==> config.mk <==
export PLATFORM = sky130hd
export DESIGN_NAME = mux_nto1_seq
export DESIGN_NICKNAME = d
export VERILOG_FILES = /design/src/rtl/mux_seq_pkg.sv /design/src/rtl/rr_pick.sv /design/src/rtl/mux_nto1_seq.sv
export SDC_FILE = /design/constraint.sdc
export NUM_CORES = 1
export LEC_CHECK = 0
export ABC_AREA = 1
export CAP_MARGIN = 5
export CORE_UTILIZATION = 41
export CTS_CLUSTER_DIAMETER = 40
export DETAILED_ROUTE_END_ITERATION = 10
export GPL_ROUTABILITY_DRIVEN = 0
export PLACE_DENSITY = 0.89
export SYNTH_ARGS = -nofsm -noshare
export SYNTH_HDL_FRONTEND = slang
export SYNTH_SLANG_ARGS = --single-unit
==> constraint.sdc <==
create_clock -name clk -period 5.7 [get_ports clk]
set_input_delay 0.57 -clock clk [delete_from_list [all_inputs] [get_ports clk]]
set_output_delay 0.57 -clock clk [all_outputs]
set_load 0.02 [all_outputs]
==> src/rtl/mux_seq_pkg.sv <==
// Shared definitions for the sequential N-to-1 channel multiplexer.
//   MODE_MANUAL / MODE_SCAN : encodings of the mux_nto1_seq 'mode' input.
//   wrap_inc()              : next channel index, wrapping modulo the channel count.
package mux_seq_pkg;

  localparam logic MODE_MANUAL = 1'b0;
  localparam logic MODE_SCAN   = 1'b1;

  // Next index modulo n; idx is assumed to lie in 0..n-1.
  function automatic int unsigned wrap_inc(input int unsigned idx, input int unsigned n);
    return (idx + 32'd1 >= n) ? 32'd0 : idx + 32'd1;
  endfunction

endpackage

==> src/rtl/rr_pick.sv <==
// Combinational round-robin first-set finder.
// Ports:
//   req_i   : request vector, one bit per channel
//   start_i : index the search begins at (must be < NUM_CH)
//   found_o : at least one request bit is set
//   idx_o   : first set index found searching start_i, start_i+1, ... with wrap-around
module rr_pick #(
  parameter int unsigned NUM_CH = 16,
  parameter int unsigned SEL_W  = $clog2(NUM_CH)
) (
  input  logic [NUM_CH-1:0] req_i,
  input  logic [SEL_W-1:0]  start_i,
  output logic              found_o,
  output logic [SEL_W-1:0]  idx_o
);

  always_comb begin
    found_o = 1'b0;
    idx_o   = '0;
    for (int unsigned i = 0; i < NUM_CH; i++) begin
      for (int unsigned j = 0; j < NUM_CH; j++) begin
        // j is the channel visited at search step i
        if (!found_o && req_i[j] && ((32'(start_i) + i) % NUM_CH == j)) begin
          found_o = 1'b1;
          idx_o   = SEL_W'(j);
        end
      end
    end
  end

endmodule

==> src/rtl/mux_nto1_seq.sv <==
// Registered NUM_CH-to-1 channel multiplexer with a valid/ready output stage.
// Selection: manual (external sel) or scan (internal round-robin pointer).
// Build option: MUX_SCAN_SKIP_INVALID_EN -- when defined, scan mode skips channels
// without in_valid (round-robin via rr_pick); otherwise scan waits on ptr strictly.
// Ports:
//   clk, rst_n : clock, asynchronous active-low reset
//   in_data    : NUM_CH*WIDTH channel data, channel k at [k*WIDTH +: WIDTH]
//   in_valid   : per-channel valid
//   in_ack     : one-hot pulse, channel captured this cycle
//   mode, sel  : selection mode and manual-mode channel select
//   out_data, out_ch, out_valid, out_ready : registered output handshake
module mux_nto1_seq
  import mux_seq_pkg::*;
#(
  parameter  int unsigned WIDTH  = 8,
  parameter  int unsigned NUM_CH = 16,
  localparam int unsigned SEL_W  = $clog2(NUM_CH)
) (
  input  logic                    clk,
  input  logic                    rst_n,
  input  logic [NUM_CH*WIDTH-1:0] in_data,
  input  logic [NUM_CH-1:0]       in_valid,
  output logic [NUM_CH-1:0]       in_ack,
  input  logic                    mode,
  input  logic [SEL_W-1:0]        sel,
  output logic [WIDTH-1:0]        out_data,
  output logic [SEL_W-1:0]        out_ch,
  output logic                    out_valid,
  input  logic                    out_ready
);

  logic [WIDTH-1:0] out_data_q, out_data_d;
  logic [SEL_W-1:0] out_ch_q, out_ch_d;
  logic             out_valid_q, out_valid_d;
  logic [SEL_W-1:0] ptr_q, ptr_d;

  logic             load_ok;
  logic             man_ok;
  logic [SEL_W-1:0] scan_c;
  logic             scan_ok;
  logic [SEL_W-1:0] cand;
  logic             cand_ok;
  logic             capture;
  logic [WIDTH-1:0] cand_data;

`ifdef MUX_SCAN_SKIP_INVALID_EN
  logic [SEL_W-1:0] rr_idx;
  logic             rr_found;

  rr_pick #(
    .NUM_CH (NUM_CH),
    .SEL_W  (SEL_W)
  ) u_rr_pick (
    .req_i   (in_valid),
    .start_i (ptr_q),
    .found_o (rr_found),
    .idx_o   (rr_idx)
  );
`endif

  always_comb begin
    load_ok = !out_valid_q || out_ready;

    // Out-of-range sel matches no channel, so man_ok stays low.
    man_ok = 1'b0;
    for (int unsigned k = 0; k < NUM_CH; k++) begin
      if (SEL_W'(k) == sel) man_ok = in_valid[k];
    end

`ifdef MUX_SCAN_SKIP_INVALID_EN
    scan_c  = rr_idx;
    scan_ok = rr_found;
`else
    scan_c  = ptr_q;
    scan_ok = 1'b0;
    for (int unsigned k = 0; k < NUM_CH; k++) begin
      if (SEL_W'(k) == ptr_q) scan_ok = in_valid[k];
    end
`endif

    cand    = (mode == MODE_SCAN) ? scan_c : sel;
    cand_ok = (mode == MODE_SCAN) ? scan_ok : man_ok;
    // Gating with rst_n keeps in_ack silent while reset is held.
    capture = rst_n && load_ok && cand_ok;

    cand_data = '0;
    for (int unsigned k = 0; k < NUM_CH; k++) begin
      if (SEL_W'(k) == cand) cand_data = in_data[k*WIDTH +: WIDTH];
    end

    for (int unsigned k = 0; k < NUM_CH; k++) begin
      in_ack[k] = capture && (SEL_W'(k) == cand);
    end

    out_data_d  = out_data_q;
    out_ch_d    = out_ch_q;
    out_valid_d = out_valid_q;
    ptr_d       = ptr_q;
    if (capture) begin
      out_data_d  = cand_data;
      out_ch_d    = cand;
      out_valid_d = 1'b1;
      if (mode == MODE_SCAN) ptr_d = SEL_W'(wrap_inc(32'(cand), NUM_CH));
    end else if (out_valid_q && out_ready) begin
      out_valid_d = 1'b0;
    end
  end

  always_ff @(posedge clk or negedge rst_n) begin
    if (!rst_n) begin
      out_data_q  <= '0;
      out_ch_q    <= '0;
      out_valid_q <= 1'b0;
      ptr_q       <= '0;
    end else begin
      out_data_q  <= out_data_d;
      out_ch_q    <= out_ch_d;
      out_valid_q <= out_valid_d;
      ptr_q       <= ptr_d;
    end
  end

  assign out_data  = out_data_q;
  assign out_ch    = out_ch_q;
  assign out_valid = out_valid_q;

endmodule

==> After elaboration in Yosys (flattened, before gate mapping) <==
Cells that the tools add are included.
{ "word_totals": {"latch_bits": 0, "ramBits": 0, "memories": 0, "regBits": 17, "rom_bits": 0, "elab_cells": 130} }
{ "classes": {"addsub": 1, "order_cmp": 1, "div_mod_pow": 0, "n_reduce_logical": 26, "shifts": 0, "mux": 53, "n_eq_ne": 45, "bitwise": 0, "multipliers": 0} }
{ "ops": {"columns": ["op", "count"], "rows": [
  ["$mux W8", 16],
  ["$eq A4 B4 Y1 const A", 24],
  ["$eq A3 B4 Y1 const A", 12],
  ["$mux W1", 35],
  ["$eq A2 B4 Y1 const A", 6],
  ["$logic_and A1 B1 Y1", 19],
  ["$eq A1 B4 Y1 const A", 3],
  ["$logic_not A4 Y1", 3],
  ["$mux W4", 2],
  ["$add A4 B1 Y5 const B", 1],
  ["$ge A5 B5 Y1 const B", 1],
  ["$reduce_and A2 Y1", 1],
  ["$reduce_bool A2 Y1", 1],
  ["$logic_not A1 Y1", 1],
  ["$logic_or A1 B1 Y1", 1]
]} }

==> Longest topological paths before layout <==
{ "depth": {"word_depth": 20, "mapped_depth": 24} }

==> Worst setup path before layout <==
No wires, ideal clock.
{ "synth_timing": {"kind": "in2out", "start": "in mode", "end": "out in_ack[13]", "path_buffers": 2, "path_slack_ns": 2.885, "cell_stages": 8, "arrival_ns": 2.245, "cell_sequence": "buf_6 o21ai_0 ha_1 inv_1 clkbuf_8 nor2_4 clkinv_1 nor2_1"} }
{ "synth_via": {"elab_chain_len": 3, "elab_cells_between_ends": 5, "cone_classes": "1 x eq/ne; 2 x mux; 2 x reduce/logical"} }
{ "synth_rtl": {"columns": ["item", "line", "source"], "rows": [
  ["from (decl)", "mux_nto1_seq.sv:24", "input logic mode,"],
  ["$mux W4 / $mux W1 (equally long branches)", "mux_nto1_seq.sv:81, mux_nto1_seq.sv:82", null],
  ["$eq A4 B4 Y1 / $logic_and A1 B1 Y1 (equally long branches)", "mux_nto1_seq.sv:92, mux_nto1_seq.sv:84", null],
  ["$logic_and A1 B1 Y1 *", "mux_nto1_seq.sv:92", "in_ack[k] = capture && (SEL_W'(k) == cand);"],
  ["to (decl)", "mux_nto1_seq.sv:23", "output logic [NUM_CH-1:0] in_ack,"]
]} }
Mark *: on every way between the ends. The rest lies on a longest branch, timed or not.

==> Final worst setup path <==
{ "layout_timing": {"start": "in mode", "end": "out in_ack[15]"} }
{ "layout_via": {"elab_chain_len": 3, "elab_cells_between_ends": 5, "cone_classes": "1 x eq/ne; 2 x mux; 2 x reduce/logical"} }
{ "layout_rtl": {"columns": ["item", "line", "source"], "rows": [
  ["$mux W4", "mux_nto1_seq.sv:81", "cand = (mode == MODE_SCAN) ? scan_c : sel;"],
  ["via cand[0]", "mux_nto1_seq.sv:41", "logic [SEL_W-1:0] cand;"],
  ["$eq A4 B4 Y1", "mux_nto1_seq.sv:92", null],
  ["$logic_and A1 B1 Y1", "mux_nto1_seq.sv:92", null]
]} }
The timed path passes the listed nets, and every way through them passes these cells.

==> flow_metrics.py <==
metrics = {
    "outcome": {
        "outcome": "finished clean",
    },
    "timing": {
        "relSlewSlack_pct": 35.2,
        "fin_crit_sh_pct": 82.9,
        "slew_viol_final": 0,
        "rsz0062_at_grt": "no",
        "fmax_mhz": 212,
        "setup_viol": 0,
        "fin_crit_ns": 4.72,
        "clock_skew_ns": 0.00623,
        "setup_tns_ns": 0,
        "worstMarginPinSlew_ns": 0.969,
        "hold_violations": 0,
    },
    "global_routing": {
        "grt-ovfl-total": 0,
        "grt_pass1_vias": 3530,
        "grt_max_degree": 41,
        "grt_antenna_before_repair": 0,
        "grt_usage_pct": 27.3,
        "grt_pass1_wl_um": 16300,
    },
    "cts": {
        "insertion_delay_ns": 0.25,
        "clk_pin_slew_ns": 0.07,
        "postCtsSetupBuffers": 0,
        "cts_sinks": 17,
        "cts.repair.resized": 0,
        "clockRootBuffer": "clkbuf_8",
        "cts_tree": "built",
        "cts_buffers": 3,
        "clk_path_buf_depth": 2,
        "cts_max_level": 1,
        "cts_hold_buffers": 0,
    },
    "pwr": {
        "sequentialPowerShare_pct": 19.1,
        "netSwitchingFraction_pct": 51.2,
        "power_mw": 1.22,
        "p_sw_uw": 622,
        "ir_worst_vdd_uv": 307,
        "p_per_area_mw_per_mm2": 259,
        "leakage_nw": 2.23,
        "p_int_uw": 593,
        "p_comb_share_pct": 73.5,
        "pwr-share-clk_pct": 7.3,
    },
    "synthesis": {
        "yosysUniqueCellTypes": 34,
        "async_flop_share_pct": 100,
        "syn_area_mm2": 0.00287,
        "ys_top_cells_by_area": "nand2_1 21%, dfrtp_1 15%, a21oi_1 12%",
        "yosysTopAreaCellShare_pct": 21.1,
        "synth-main-ff-cell": "dfrtp_1",
        "synth_edf_count": 0,
        "synth_most_common_cell": "nand2_1",
        "synth_cells": 512,
        "ys_warn_count": 0,
        "ys_seq_area_share_pct": 14.8,
        "ys_ff_latch": 17,
        "yosys.area.top_type": "nand2_1",
        "syn_nets": 668,
        "ys_top_cells_by_count": "161 x nand2_1, 69 x a21oi_1, 67 x nor2_1, 62 x inv_1, 36 x nand3_1",
        "syn_area_per_cell_um2": 5.61,
    },
    "floorplan": {
        "die_y_um": 85.7,
        "die_x_um": 85.7,
        "core-area_mm2": 0.00679,
        "ios": 181,
        "dieArea_mm2": 0.00734,
        "start_util_pct": 42.2,
        "placementRows": 30,
    },
    "placement": {
        "io_buffers": 180,
        "place_hpwl_um": 8330,
    },
    "detailed_routing": {
        "routedWlPerCell_um": 13.4,
        "drt-total-wl_um": 10400,
        "drc": 0,
        "vias": 3859,
        "vias_per_cell": 4.97,
        "firstDrtPassIters": 5,
        "antenna_left": 0,
        "drt_first_iter_violations": 179,
    },
    "setup_path": {
        "r2r-start": "ptr_q[0]",
        "crit_path_end_kind": "output pin",
        "crit_fanout": 11,
        "r2r_end": "out_data[5]",
        "ff2ff_setup_slack_ns": 2.42,
        "r2r_cells": 14,
        "cp-start-kind": "input pin",
        "worstPathArrival_ns": 4.15,
        "required_ns": 5.13,
        "crit_type": "input pin to output pin",
    },
    "final_layout": {
        "syn_to_final_growth_pct": 63.2,
        "fillers": 609,
        "multi_input_area_mm2": 0.00202,
        "nets": 837,
        "diodes": 0,
        "drive_above_1_share_pct": 4.71,
        "ff_latch_area_um2": 425,
    },
    "min_path": {
        "worstHoldPathCells": 2,
        "hold_end": "out_data[2]",
        "min_from": "out_data[2]",
        "hp-class": "register to register",
    },
    "flow_run": {
        "maxCapViolCount": 0,
    },
}
-- layout make-up --
cell class              instances  area share (%)
clock buffers                   4           0.962
repair buffers                181            38.6
flip-flops and latches         17            9.08
multi-input cells             408            43.1
inverters                      70            5.72
well taps                      96            2.56
-- flip-flops by register name (all words and copies together) (netlist names) --
signal and cells:
ptr_q 4, out_valid 1, out_ch 4, out_data 8
-- layout by cell type (no fill, tap or decap), types with 2 or more instances in the layout --
cell type,count
clkdlybuf4s50_1,180
nand2_1,161
a21oi_1,69
nor2_1,67
inv_1,62
nand3_1,36
dfrtp_1,17
o21ai_0,15
nor3_1,12
nand4_1,10
o211ai_1,6
nor2_4,5
inv_2,4
nand2_8,4
nor2_8,4
ha_1,4
nand2_4,3
nor2_2,3
clkbuf_8,3
inv_4,2
a41oi_1,2
clkinv_1,2
o31ai_1,2
-- logic make-up after synthesis --
kind of cell             share of synthesized area [%]
buffers and inverters                             14.9
flip-flops                                        14.8
AND/OR/NAND/NOR                                   50.3
XOR/XNOR                                         0.305
adder cells (fa/ha/maj)                           1.74
AO/OA/AOI/OAI                                     17.9
-- worst max path at each step --
stage | end | from | depth (start not counted)
after floorplan | in_ack[13] | mode | 8
after global placement | in_ack[15] | mode | 11
after detailed placement | in_ack[15] | mode | 11
after CTS | in_ack[15] | mode | 11
after global routing | in_ack[15] | mode | 11
final | in_ack[15] | mode | 11
-- critical path: stages --
cell,delay [ns]
clkdlybuf4s50_1,0.73
o21ai_0,0.28
inv_1,0.19
ha_1,0.17
inv_1,0.18
nor2_1,0.16
inv_1,0.06
nor2_1,0.55
clkinv_1,0.43
nor2_1,0.20
clkdlybuf4s50_1,0.62
-- power groups by stage --
stage / clock network (mW) / logic, mW / registers [mW]
finish: 0.0890 / 0.894 / 0.233
global route: 0.0973 / 0.990 / 0.238
CTS: 0.0909 / 0.891 / 0.230
detailed placement: 0 / 0.885 / 0.228
global placement: 0 / 0.869 / 0.229
floorplan: 0 / 0.541 / 0.263
-- layer usage --
metal | routed length (um) | share of wire (%) | track usage [%] | vias up
li1 | - | - | - | 1979
met1 | 4330 | 42 | 33.6 | 1686
met2 | 5170 | 50 | 50.8 | 178
met3 | 766 | 7.3 | 3.27 | 16
met4 | 164 | 1.6 | 5.91 | 0
met5 | 0 | 0 | 0 | -
-- stage by stage --
step,instance area [um2],hold slack (ns),utilization (%),setup WS (ns),instances
finish,4680,0.487,69.0,0.978,776
global route,4680,0.515,69.0,0.662,776
CTS,4680,0.496,69.0,0.990,776
detailed placement,4640,0.472,68.3,1.03,772
global placement,4640,0.469,68.3,1.14,772
floorplan,2870,0.274,-,2.89,512
Power figures use the tool's default switching activity.
